**src/rtl/hilo_mdu_if.sv**
```systemverilog
// rtl/hilo_mdu_if.sv - pipeline-side bundle for the HI/LO multiply/divide unit
interface hilo_mdu_if #(
    parameter int WIDTH = 32
) ();
    logic             start_i;
    logic [2:0]       op_i;
    logic [WIDTH-1:0] a_i;
    logic [WIDTH-1:0] b_i;
    logic             flush_i;
    logic             stall_o;
    logic             busy_o;
    logic             done_o;
    logic [WIDTH-1:0] hi_o;
    logic [WIDTH-1:0] lo_o;

    modport master (
        output start_i, op_i, a_i, b_i, flush_i,
        input  stall_o, busy_o, done_o, hi_o, lo_o
    );

    modport slave (
        input  start_i, op_i, a_i, b_i, flush_i,
        output stall_o, busy_o, done_o, hi_o, lo_o
    );
endinterface

```
**src/rtl/hilo_mdu.sv**
```systemverilog
// rtl/hilo_mdu.sv - HI/LO multiply/divide unit, radix-2 iterative mul/div with flush abort
// Optional single-cycle MULT/MULTU when HILO_MDU_FAST_MULT_EN is defined.
module hilo_mdu #(
    parameter  int WIDTH = 32,
    localparam int CNT_W = $clog2(WIDTH) + 1
) (
    input  logic     clk,
    input  logic     rst,
    hilo_mdu_if.slave mdu
);
    typedef enum logic [1:0] {IDLE = 2'd0, RUN = 2'd1, DONE = 2'd2} state_t;

    state_t state, state_nxt;

    logic [WIDTH-1:0] hi_q, lo_q;
    logic [WIDTH-1:0] acc_hi, acc_lo, op_b;
    logic [CNT_W-1:0] cnt;
    logic             is_div, neg_q, neg_r;

    logic             stall, busy, done;
    logic             accept, iter_op, last_step;
    logic             sa, sb;
    logic [WIDTH-1:0] mag_a, mag_b;

    logic [WIDTH:0]     mul_sum;
    logic [2*WIDTH-1:0] prod, prod_fin;
    logic [WIDTH:0]     div_shift;
    logic               div_ge;
    logic [WIDTH-1:0]   div_diff, div_hi, div_lo;
    logic [WIDTH-1:0]   res_hi, res_lo;
`ifdef HILO_MDU_FAST_MULT_EN
    logic [2*WIDTH-1:0] fast_prod, fast_res;
`endif

    // Signed ops (MULT, DIV) have op_i[0] clear; magnitudes feed an unsigned datapath.
    always_comb begin
        sa        = ~mdu.op_i[0] & mdu.a_i[WIDTH-1];
        sb        = ~mdu.op_i[0] & mdu.b_i[WIDTH-1];
        mag_a     = sa ? -mdu.a_i : mdu.a_i;
        mag_b     = sb ? -mdu.b_i : mdu.b_i;
        accept    = mdu.start_i & ~mdu.flush_i;
`ifdef HILO_MDU_FAST_MULT_EN
        iter_op   = (mdu.op_i == 3'd2) || (mdu.op_i == 3'd3);
        fast_prod = {{WIDTH{1'b0}}, mag_a} * {{WIDTH{1'b0}}, mag_b};
        fast_res  = (sa ^ sb) ? -fast_prod : fast_prod;
`else
        iter_op   = ~mdu.op_i[2];
`endif
        last_step = (cnt == CNT_W'(WIDTH - 1));
    end

    // One radix-2 step: shift-add multiply in {acc_hi,acc_lo}, restoring divide
    // with acc_hi as partial remainder and acc_lo shifting dividend out / quotient in.
    always_comb begin
        mul_sum   = {1'b0, acc_hi} + (acc_lo[0] ? {1'b0, op_b} : {(WIDTH+1){1'b0}});
        prod      = {mul_sum, acc_lo[WIDTH-1:1]};
        prod_fin  = neg_q ? -prod : prod;
        div_shift = {acc_hi, acc_lo[WIDTH-1]};
        div_ge    = div_shift >= {1'b0, op_b};
        div_diff  = div_shift[WIDTH-1:0] - op_b;
        div_hi    = div_ge ? div_diff : div_shift[WIDTH-1:0];
        div_lo    = {acc_lo[WIDTH-2:0], div_ge};
        if (is_div) begin
            res_hi = neg_r ? -div_hi : div_hi;
            res_lo = neg_q ? -div_lo : div_lo;
        end else begin
            res_hi = prod_fin[2*WIDTH-1:WIDTH];
            res_lo = prod_fin[WIDTH-1:0];
        end
    end

    always_ff @(posedge clk) begin
        if (rst) state <= IDLE;
        else     state <= state_nxt;
    end

    always_comb begin
        state_nxt = state;
        stall     = 1'b0;
        busy      = 1'b0;
        done      = 1'b0;
        case (state)
            IDLE: begin
                if (accept && iter_op) begin
                    stall     = 1'b1;
                    state_nxt = RUN;
                end
            end
            RUN: begin
                stall = 1'b1;
                busy  = 1'b1;
                if (mdu.flush_i)    state_nxt = IDLE;
                else if (last_step) state_nxt = DONE;
            end
            DONE: begin
                done      = 1'b1;
                state_nxt = IDLE;
            end
            default: state_nxt = IDLE;
        endcase
    end

    always_ff @(posedge clk) begin
        if (rst) begin
            hi_q   <= '0;
            lo_q   <= '0;
            acc_hi <= '0;
            acc_lo <= '0;
            op_b   <= '0;
            cnt    <= '0;
            is_div <= 1'b0;
            neg_q  <= 1'b0;
            neg_r  <= 1'b0;
        end else begin
            case (state)
                IDLE: begin
                    if (accept && iter_op) begin
                        acc_hi <= '0;
                        acc_lo <= mag_a;
                        op_b   <= mag_b;
                        cnt    <= '0;
                        is_div <= mdu.op_i[1];
                        // A zero divisor keeps the all-ones quotient unsigned.
                        neg_q  <= (sa ^ sb) & ~(mdu.op_i[1] & (mdu.b_i == '0));
                        neg_r  <= sa;
                    end else if (accept) begin
                        case (mdu.op_i)
                            3'd4: hi_q <= mdu.a_i;
                            3'd5: lo_q <= mdu.a_i;
`ifdef HILO_MDU_FAST_MULT_EN
                            3'd0, 3'd1: {hi_q, lo_q} <= fast_res;
`endif
                            default: ;
                        endcase
                    end
                end
                RUN: begin
                    if (!mdu.flush_i) begin
                        acc_hi <= is_div ? div_hi : prod[2*WIDTH-1:WIDTH];
                        acc_lo <= is_div ? div_lo : prod[WIDTH-1:0];
                        cnt    <= cnt + 1'b1;
                        if (last_step) begin
                            hi_q <= res_hi;
                            lo_q <= res_lo;
                        end
                    end
                end
                default: ;
            endcase
        end
    end

    assign mdu.stall_o = stall;
    assign mdu.busy_o  = busy;
    assign mdu.done_o  = done;
    assign mdu.hi_o    = hi_q;
    assign mdu.lo_o    = lo_q;
endmodule
```
**src/flat_wrapper.sv**
```systemverilog
// flat-port wrapper written by rule: the top's interface ports become plain ports
module hilo_mdu_flat 
#(
    parameter  int WIDTH = 32,
    localparam int CNT_W = $clog2(WIDTH) + 1
)
  (clk, rst, mdu_start_i, mdu_op_i, mdu_a_i, mdu_b_i, mdu_flush_i, mdu_stall_o, mdu_busy_o, mdu_done_o, mdu_hi_o, mdu_lo_o);
  hilo_mdu_if #(.WIDTH(WIDTH)) mdu_i ();
  input  logic clk;
  input  logic rst;
  input wire logic [$bits(mdu_i.start_i)-1:0] mdu_start_i;
  input wire logic [$bits(mdu_i.op_i)-1:0] mdu_op_i;
  input wire logic [$bits(mdu_i.a_i)-1:0] mdu_a_i;
  input wire logic [$bits(mdu_i.b_i)-1:0] mdu_b_i;
  input wire logic [$bits(mdu_i.flush_i)-1:0] mdu_flush_i;
  output wire logic [$bits(mdu_i.stall_o)-1:0] mdu_stall_o;
  output wire logic [$bits(mdu_i.busy_o)-1:0] mdu_busy_o;
  output wire logic [$bits(mdu_i.done_o)-1:0] mdu_done_o;
  output wire logic [$bits(mdu_i.hi_o)-1:0] mdu_hi_o;
  output wire logic [$bits(mdu_i.lo_o)-1:0] mdu_lo_o;
  assign mdu_i.start_i = mdu_start_i;
  assign mdu_i.op_i = mdu_op_i;
  assign mdu_i.a_i = mdu_a_i;
  assign mdu_i.b_i = mdu_b_i;
  assign mdu_i.flush_i = mdu_flush_i;
  assign mdu_stall_o = mdu_i.stall_o;
  assign mdu_busy_o = mdu_i.busy_o;
  assign mdu_done_o = mdu_i.done_o;
  assign mdu_hi_o = mdu_i.hi_o;
  assign mdu_lo_o = mdu_i.lo_o;
  hilo_mdu #(.WIDTH(WIDTH)) u_core (.clk(clk), .rst(rst), .mdu(mdu_i));
endmodule
```
**config.mk**
```make
export PLATFORM = sky130hd
export DESIGN_NAME = hilo_mdu_flat
export DESIGN_NICKNAME = d
export VERILOG_FILES = /design/src/rtl/hilo_mdu_if.sv /design/src/rtl/hilo_mdu.sv /design/src/flat_wrapper.sv
export SDC_FILE = /design/constraint.sdc
export NUM_CORES = 1
export LEC_CHECK = 0
export CORE_ASPECT_RATIO = 1.4
export CORE_MARGIN = 2
export CORE_UTILIZATION = 56
export CTS_BUF_LIST = sky130_fd_sc_hd__clkbuf_4 sky130_fd_sc_hd__clkbuf_8
export CTS_CLUSTER_DIAMETER = 120
export CTS_CLUSTER_SIZE = 25
export DETAILED_ROUTE_END_ITERATION = 10
export HOLD_SLACK_MARGIN = 0.06
export PLACE_DENSITY = 0.91
export SETUP_SLACK_MARGIN = 0.3
export SYNTH_ARGS = -nofsm -noshare
export SYNTH_HDL_FRONTEND = slang
export SYNTH_SLANG_ARGS = --single-unit
```
**constraint.sdc**
```tcl
create_clock -name clk -period 5.3 [get_ports clk]
set_clock_uncertainty 0.05 [all_clocks]
set_input_delay 1.06 -clock clk [delete_from_list [all_inputs] [get_ports clk]]
set_output_delay 1.06 -clock clk [all_outputs]
set_load 0.02 [all_outputs]
```
**Yosys cells after proc, flatten, opt, wreduce, memory -nomap -nowiden**

Index checks and enable logic that the tools add are counted.

- Order comparisons: 1
- Bitwise logic cells: 10
- Equality and inequality tests: 13
- Muxes and demuxes: 40
- Reduce and logical (&&, ||, !) cells: 9
- $add $sub $neg: 8

Operator list:

| kind | number |
|---|---|
| 2-to-1 mux 32 bit | 24 |
| case mux 32 bit (2 select lines) | 4 |
| negation 32 bit | 4 |
| 2-to-1 mux 64 bit | 1 |
| negation 64 bit | 1 |
| adder 32 x 33 -> 33 bit | 1 |
| >= comparator 33 x 32 -> 1 bit | 1 |
| logical NOT 32 bit | 1 |
| subtractor 32 bit | 1 |
| 2-to-1 mux 6 bit | 2 |
| case mux 6 bit (2 select lines) | 1 |
| AND reduction 6 bit | 2 |
| != test 2 bit (second input constant) | 4 |
| adder 6 x 1 -> 6 bit (second input constant) | 1 |
| == test 3 bit (second input constant) | 2 |
| == test 6 x 5 -> 1 bit (second input constant) | 1 |
| 2-to-1 mux 2 bit | 3 |
| != test 2 x 1 -> 1 bit (second input constant) | 3 |
| AND 1 bit | 5 |
| inverter 1 bit | 4 |
| case mux 2 bit (2 select lines) | 1 |
| AND reduction 2 bit | 2 |
| 2-to-1 mux 1 bit | 3 |
| != test 3 x 2 -> 1 bit (second input constant) | 1 |
| 8 further kinds | 8 |

- Bits in registers: 171
- Logic and storage cells: 91

**Logic depth before layout (Yosys ltp)**

- Word-level depth: 8
- Mapped depth: 26

**Worst setup path after synthesis**

No wires, ideal clock.

- Path kind: reg-to-reg
- From: reg u_core.acc_hi[1]
- To: reg u_core.hi_q[30] (netlist: u_core.mdu.hi_o[30])
- Required time: 5.116 ns
- Period minus slack after synthesis: 5.318 ns
- Arrival: 5.134 ns
- Buffers on the path: 4
- Stages on the path, launching flop included: 23
- Slack: -0.018 ns
- Path through: dfxtp_1 ha_1 nand3b_2 a21oi_1 o211ai_1 a2111o_2 nand2_4 buf_6 buf_2 buf_2 clkbuf_1 nand2_1 o21ai_0 ha_1 inv_1 or2_2 or4_1 and4b_1 o21ai_1 or3_1 o31ai_1 mux2i_1 a211oi_1

- Longest elaborated chain between the ends: 8
- Elaborated cells between the ends (all ways): 12

RTL lines:

| what | line | source |
|---|---|---|
| from (decl) | hilo_mdu.sv:16 | `logic [WIDTH-1:0] acc_hi, acc_lo, op_b;` |
| from (signal assigned) | hilo_mdu.sv:139 | `acc_hi <= is_div ? div_hi : prod[2*WIDTH-1:WIDTH];` |
| parallel branches: the longest is 4 deep, another holds negation 64 bit | - |  |
| 2-to-1 mux 32 bit * | hilo_mdu.sv:63 | `if (is_div) begin` |
| 2-to-1 mux 32 bit * | hilo_mdu.sv:142 | `if (last_step) begin` |
| 2-to-1 mux 32 bit * | hilo_mdu.sv:138 | `if (!mdu.flush_i) begin` |
| case mux 32 bit (2 select lines) * | hilo_mdu.sv:115 | `case (state)` |
| to (signal assigned) | hilo_mdu.sv:128 | `3'd4: hi_q <= mdu.a_i;` |
| to (signal assigned) | hilo_mdu.sv:143 | `hi_q <= res_hi;` |
| to (decl) | hilo_mdu.sv:15 | `logic [WIDTH-1:0] hi_q, lo_q;` |

Every way passes the cells marked *. The select of a mux whose other input is x is not followed.
A chain may end at the register's enable or synchronous reset.

**Worst setup path after layout**

- From: reg u_core.acc_hi[29]
- To: reg u_core.lo_q[18] (netlist: u_core.mdu.lo_o[18])

- Longest elaborated chain between the ends: 7

RTL lines:

| what | line | source |
|---|---|---|
| >= comparator 33 x 32 -> 1 bit | hilo_mdu.sv:59 | `div_ge = div_shift >= {1'b0, op_b};` |
| negation 32 bit | hilo_mdu.sv:65 | `res_lo = neg_q ? -div_lo : div_lo;` |
| 2-to-1 mux 32 bit | hilo_mdu.sv:65 |  |
| 2-to-1 mux 32 bit | hilo_mdu.sv:63 |  |
| 2-to-1 mux 32 bit | hilo_mdu.sv:142 |  |
| 2-to-1 mux 32 bit | hilo_mdu.sv:138 |  |
| case mux 32 bit (2 select lines) | hilo_mdu.sv:115 |  |
| to (signal assigned) | hilo_mdu.sv:129 | `3'd5: lo_q <= mdu.a_i;` |
| to (signal assigned) | hilo_mdu.sv:144 | `lo_q <= res_lo;` |
| to (decl) | hilo_mdu.sv:15 |  |

No other way between the ends. The select of a mux whose other input is x is not followed.

==> results.cfg <==
[route]
wl_mm = 66.0
vias = 19600
drc = 0
wire_per_inst_um = 22.9
viasPerCell = 6.82
drt_iter0_drc = 2122
dr.pass1.iters = 7
antenna_left = 0

[clock_network]
cts_tree = built
cts.clk_slew.worst_paths_ps = 110
postCtsHoldBufs = 0
clock_sinks = 171
clk_path_buf_depth = 2
cts_max_level = 4
cts-root-buf = clkbuf_8
insertion_delay_ps = 540
cts_buffers = 17

[setup_path]
ff2ff_path_depth = 16
worstSetupEndpoint = u_core.mdu.lo_o[18]$_SDFFE_PP0P_
r2r_end = u_core.mdu.lo_o[18]$_SDFFE_PP0P_
slowest_delay_ps = 610
worstSetupEndpointType = flip-flop
cp_slowest_cell = ha_1
cp.buffers_inverters = 3
startpoint_type = flip-flop
path_common_cell = buf_4
arrival_ps = 5300
reg2reg_slack_ps = 400
cp_cell_sequence = ha_2, a21o_1, a211o_1, a41oi_2, o211a_1, nand2_4, buf_4, inv_6, buf_4, ha_1, nand2_1, a21oi_1, xnor2_1, nor2_1, o31a_1, a211oi_1
path_delay_family = compound AO/OA/AOI/OAI gates
reg2reg_from = u_core.acc_hi[29]$_SDFFE_PP0P_
crit_type = flip-flop to flip-flop
required_ps = 5700
crit_path_start = u_core.acc_hi[29]$_SDFFE_PP0P_
cp_max_fo = 38
path_depth = 16

[global_route]
grt_pass1_vias = 18800
antenna_found_initial = 3
grt-ovfl-total = 0
grt_max_degree = 137
grt_pass1_wl_mm = 103
track_usage_pct = 41.4

[yosys]
netlist_instances = 2423
yosysWarnings = 0
yosysTopAreaCellShare_pct = 20.1
synth_top_area_cell = dfxtp_1
netlist-cell-type-count = 93
syn_area_sq_um = 17000
synth_seq_area_share_pct = 20.1
synth.ff_latch_count = 171
async_reset_ff_share_pct = 0
synth_edf_count = 0
synth.top_cells.by_area = dfxtp_1, nor2_1, xnor2_1, nand2_1, a21oi_1
syn_avg_cell_area_sq_um = 7.02
synthFlopType = dfxtp_1
synthesis.nets = 2566

[floorplanning]
die_area_sq_um = 31800
core_area_sq_um = 29900
die_w_um = 151
num_rows = 75
io_pins = 138
die_height_um = 210
initial_utilization_pct = 56.8

[layout]
nNetsFinal = 2622
fill_cells = 2629
drive_above_1_share_pct = 8.35
seq_area_sq_um = 3430
final_common_cell = nor2_1
multiInputGateArea_sq_um = 12900
areaGrowthSynthToFinish_pct = 14.8
layout_common_cells = nor2_1, nand2_1, a21oi_1, dfxtp_1, clkdlybuf4s50_1
finalNonFillerCells = 2878

[sta]
post-route-period-util_pct = 92.4
max_slew.worst_pin.slew_ps = 1480
hold_viol = 0
fin_crit_ps = 4900
slew_headroom_pct = 0.770
maxSlewViolCount = 0
tns_ps = 0
rsz0062_at_grt = yes
setup_viol = 0
fmax_mhz = 204

[placement]
dp.final_hpwl_mm = 48.6
place.gp.congestion = 1.01
io_buffers = 137
dp.cells = 2841

[pwr]
power.density_nw_per_um2 = 194
p_leak_uw = 0.00721
ir_drop_mv = 0.169

[min_path]
hold_class = flip-flop to flip-flop

[flow_run]
drv_cap = 1

[run_status]
violations = max-capacitance violations
status = finished, violations left
## Yosys cell counts, types with 7 or more instances
cell type	number
dfxtp_1	171
a41oi_1	7
o21a_1	12
o21ai_0	121
a21o_1	25
nand4_1	33
and4_1	8
buf_2	18
mux2i_1	53
o221ai_1	9
xnor2_1	119
o31ai_1	28
o2111ai_1	8
a211o_1	13
or3_1	24
buf_1	14
clkbuf_1	146
and2_1	13
o31a_1	7
inv_1	75
o211ai_1	52
nand2b_1	20
nor2b_1	12
xor2_1	71
nor4_1	24
o41ai_1	16
a22oi_1	17
or2_2	13
nor2_1	332
a21oi_1	188
ha_1	70
a211oi_1	104
and3_1	13
a311oi_1	30
nand3_1	39
a31oi_1	21
a221oi_1	10
nor3_1	74
or4_1	16
nand2_1	266
o22ai_1	11
## sequential cells by signal, indices dropped and copies added, names as in the netlist, 2 cells and up
name	cells
u_core.state	2
u_core.acc_hi	32
u_core.mdu.hi_o	32
u_core.mdu.lo_o	32
u_core.acc_lo	32
u_core.cnt	6
u_core.op_b	32
## area by class of cell
type                            count  area share, %
Multi-Input combinational cell   1994           66.0
Clock buffer                       18           1.24
Clock inverter                     14          0.904
Inverter                           78           1.53
Antenna cell                        1         0.0128
Tap cell                          385           2.47
Timing Repair Buffer              217           10.3
Sequential cell                   171           17.6
## cells by family after synthesis
family / synth area share (%)
AOI/OAI and AO/OA: 29.8
xor gates and xnor gates: 9.79
adders and majority gates: 5.39
buffers and inverters: 5.92
DFF: 20.1
muxes: 3.65
and+or+nand+nor: 25.3
## where the power goes
group | switching, uW | leakage [uW] | internal, uW
clock | 622 | 0.000212 | 406
sequential | 50.4 | 0.00139 | 1320
combinational | 879 | 0.00561 | 497
## tightest hold or removal path, cell delays in order (launching register included)
cell     delay, ps
dfxtp_1        330
nand2_1         50
a21oi_1         50
## worst min path at each step
stage / from / endpoint / depth (start not counted)
after floorplan: u_core.op_b[31]$_SDFFE_PP0P_ / u_core.op_b[31]$_SDFFE_PP0P_ / 2
after global placement: u_core.mdu.lo_o[27]$_SDFFE_PP0P_ / u_core.mdu.lo_o[27]$_SDFFE_PP0P_ / 2
after detailed placement: u_core.mdu.hi_o[5]$_SDFFE_PP0P_ / u_core.mdu.hi_o[5]$_SDFFE_PP0P_ / 2
after CTS: u_core.mdu.lo_o[16]$_SDFFE_PP0P_ / u_core.mdu.lo_o[16]$_SDFFE_PP0P_ / 2
after global routing: u_core.mdu.lo_o[16]$_SDFFE_PP0P_ / u_core.mdu.lo_o[16]$_SDFFE_PP0P_ / 2
final: u_core.mdu.hi_o[5]$_SDFFE_PP0P_ / u_core.mdu.hi_o[5]$_SDFFE_PP0P_ / 2
## stage by stage
step / hold slack (ps) / setup WS [ps] / total power (uW) / cell area, sq um / utilization (%)
2_1_floorplan: 382 / 323 / 2220 / 17000 / -
3_3_place_gp: 397 / 373 / 2660 / 18800 / 62.9
3_5_place_dp: 404 / 245 / 2680 / 18800 / 62.9
4_1_cts: 419 / 303 / 3690 / 19200 / 64.3
5_1_grt: 431 / 216 / 3910 / 19500 / 65.2
6_report: 413 / 401 / 3780 / 19500 / 65.2
## repair_timing
item / CTS / global route
endpoints found under the setup margin: 4 / 23
buffers inserted: 0 / 3
resized for setup: 1 / 49
hold endpoints to repair: 0 / 0
gates cloned: 0 / 0
pin swaps: 0 / 9
## per-layer routing
metal	part of all wire, %	global-route usage, %	up-vias
li1	-	-	8980
met1	34	45.5	9030
met3	11	11.3	365
met5	0.017	0	-
met2	45	66.4	1260
met4	8.9	33.0	2
No activity file was read; power rests on OpenSTA's default activity.
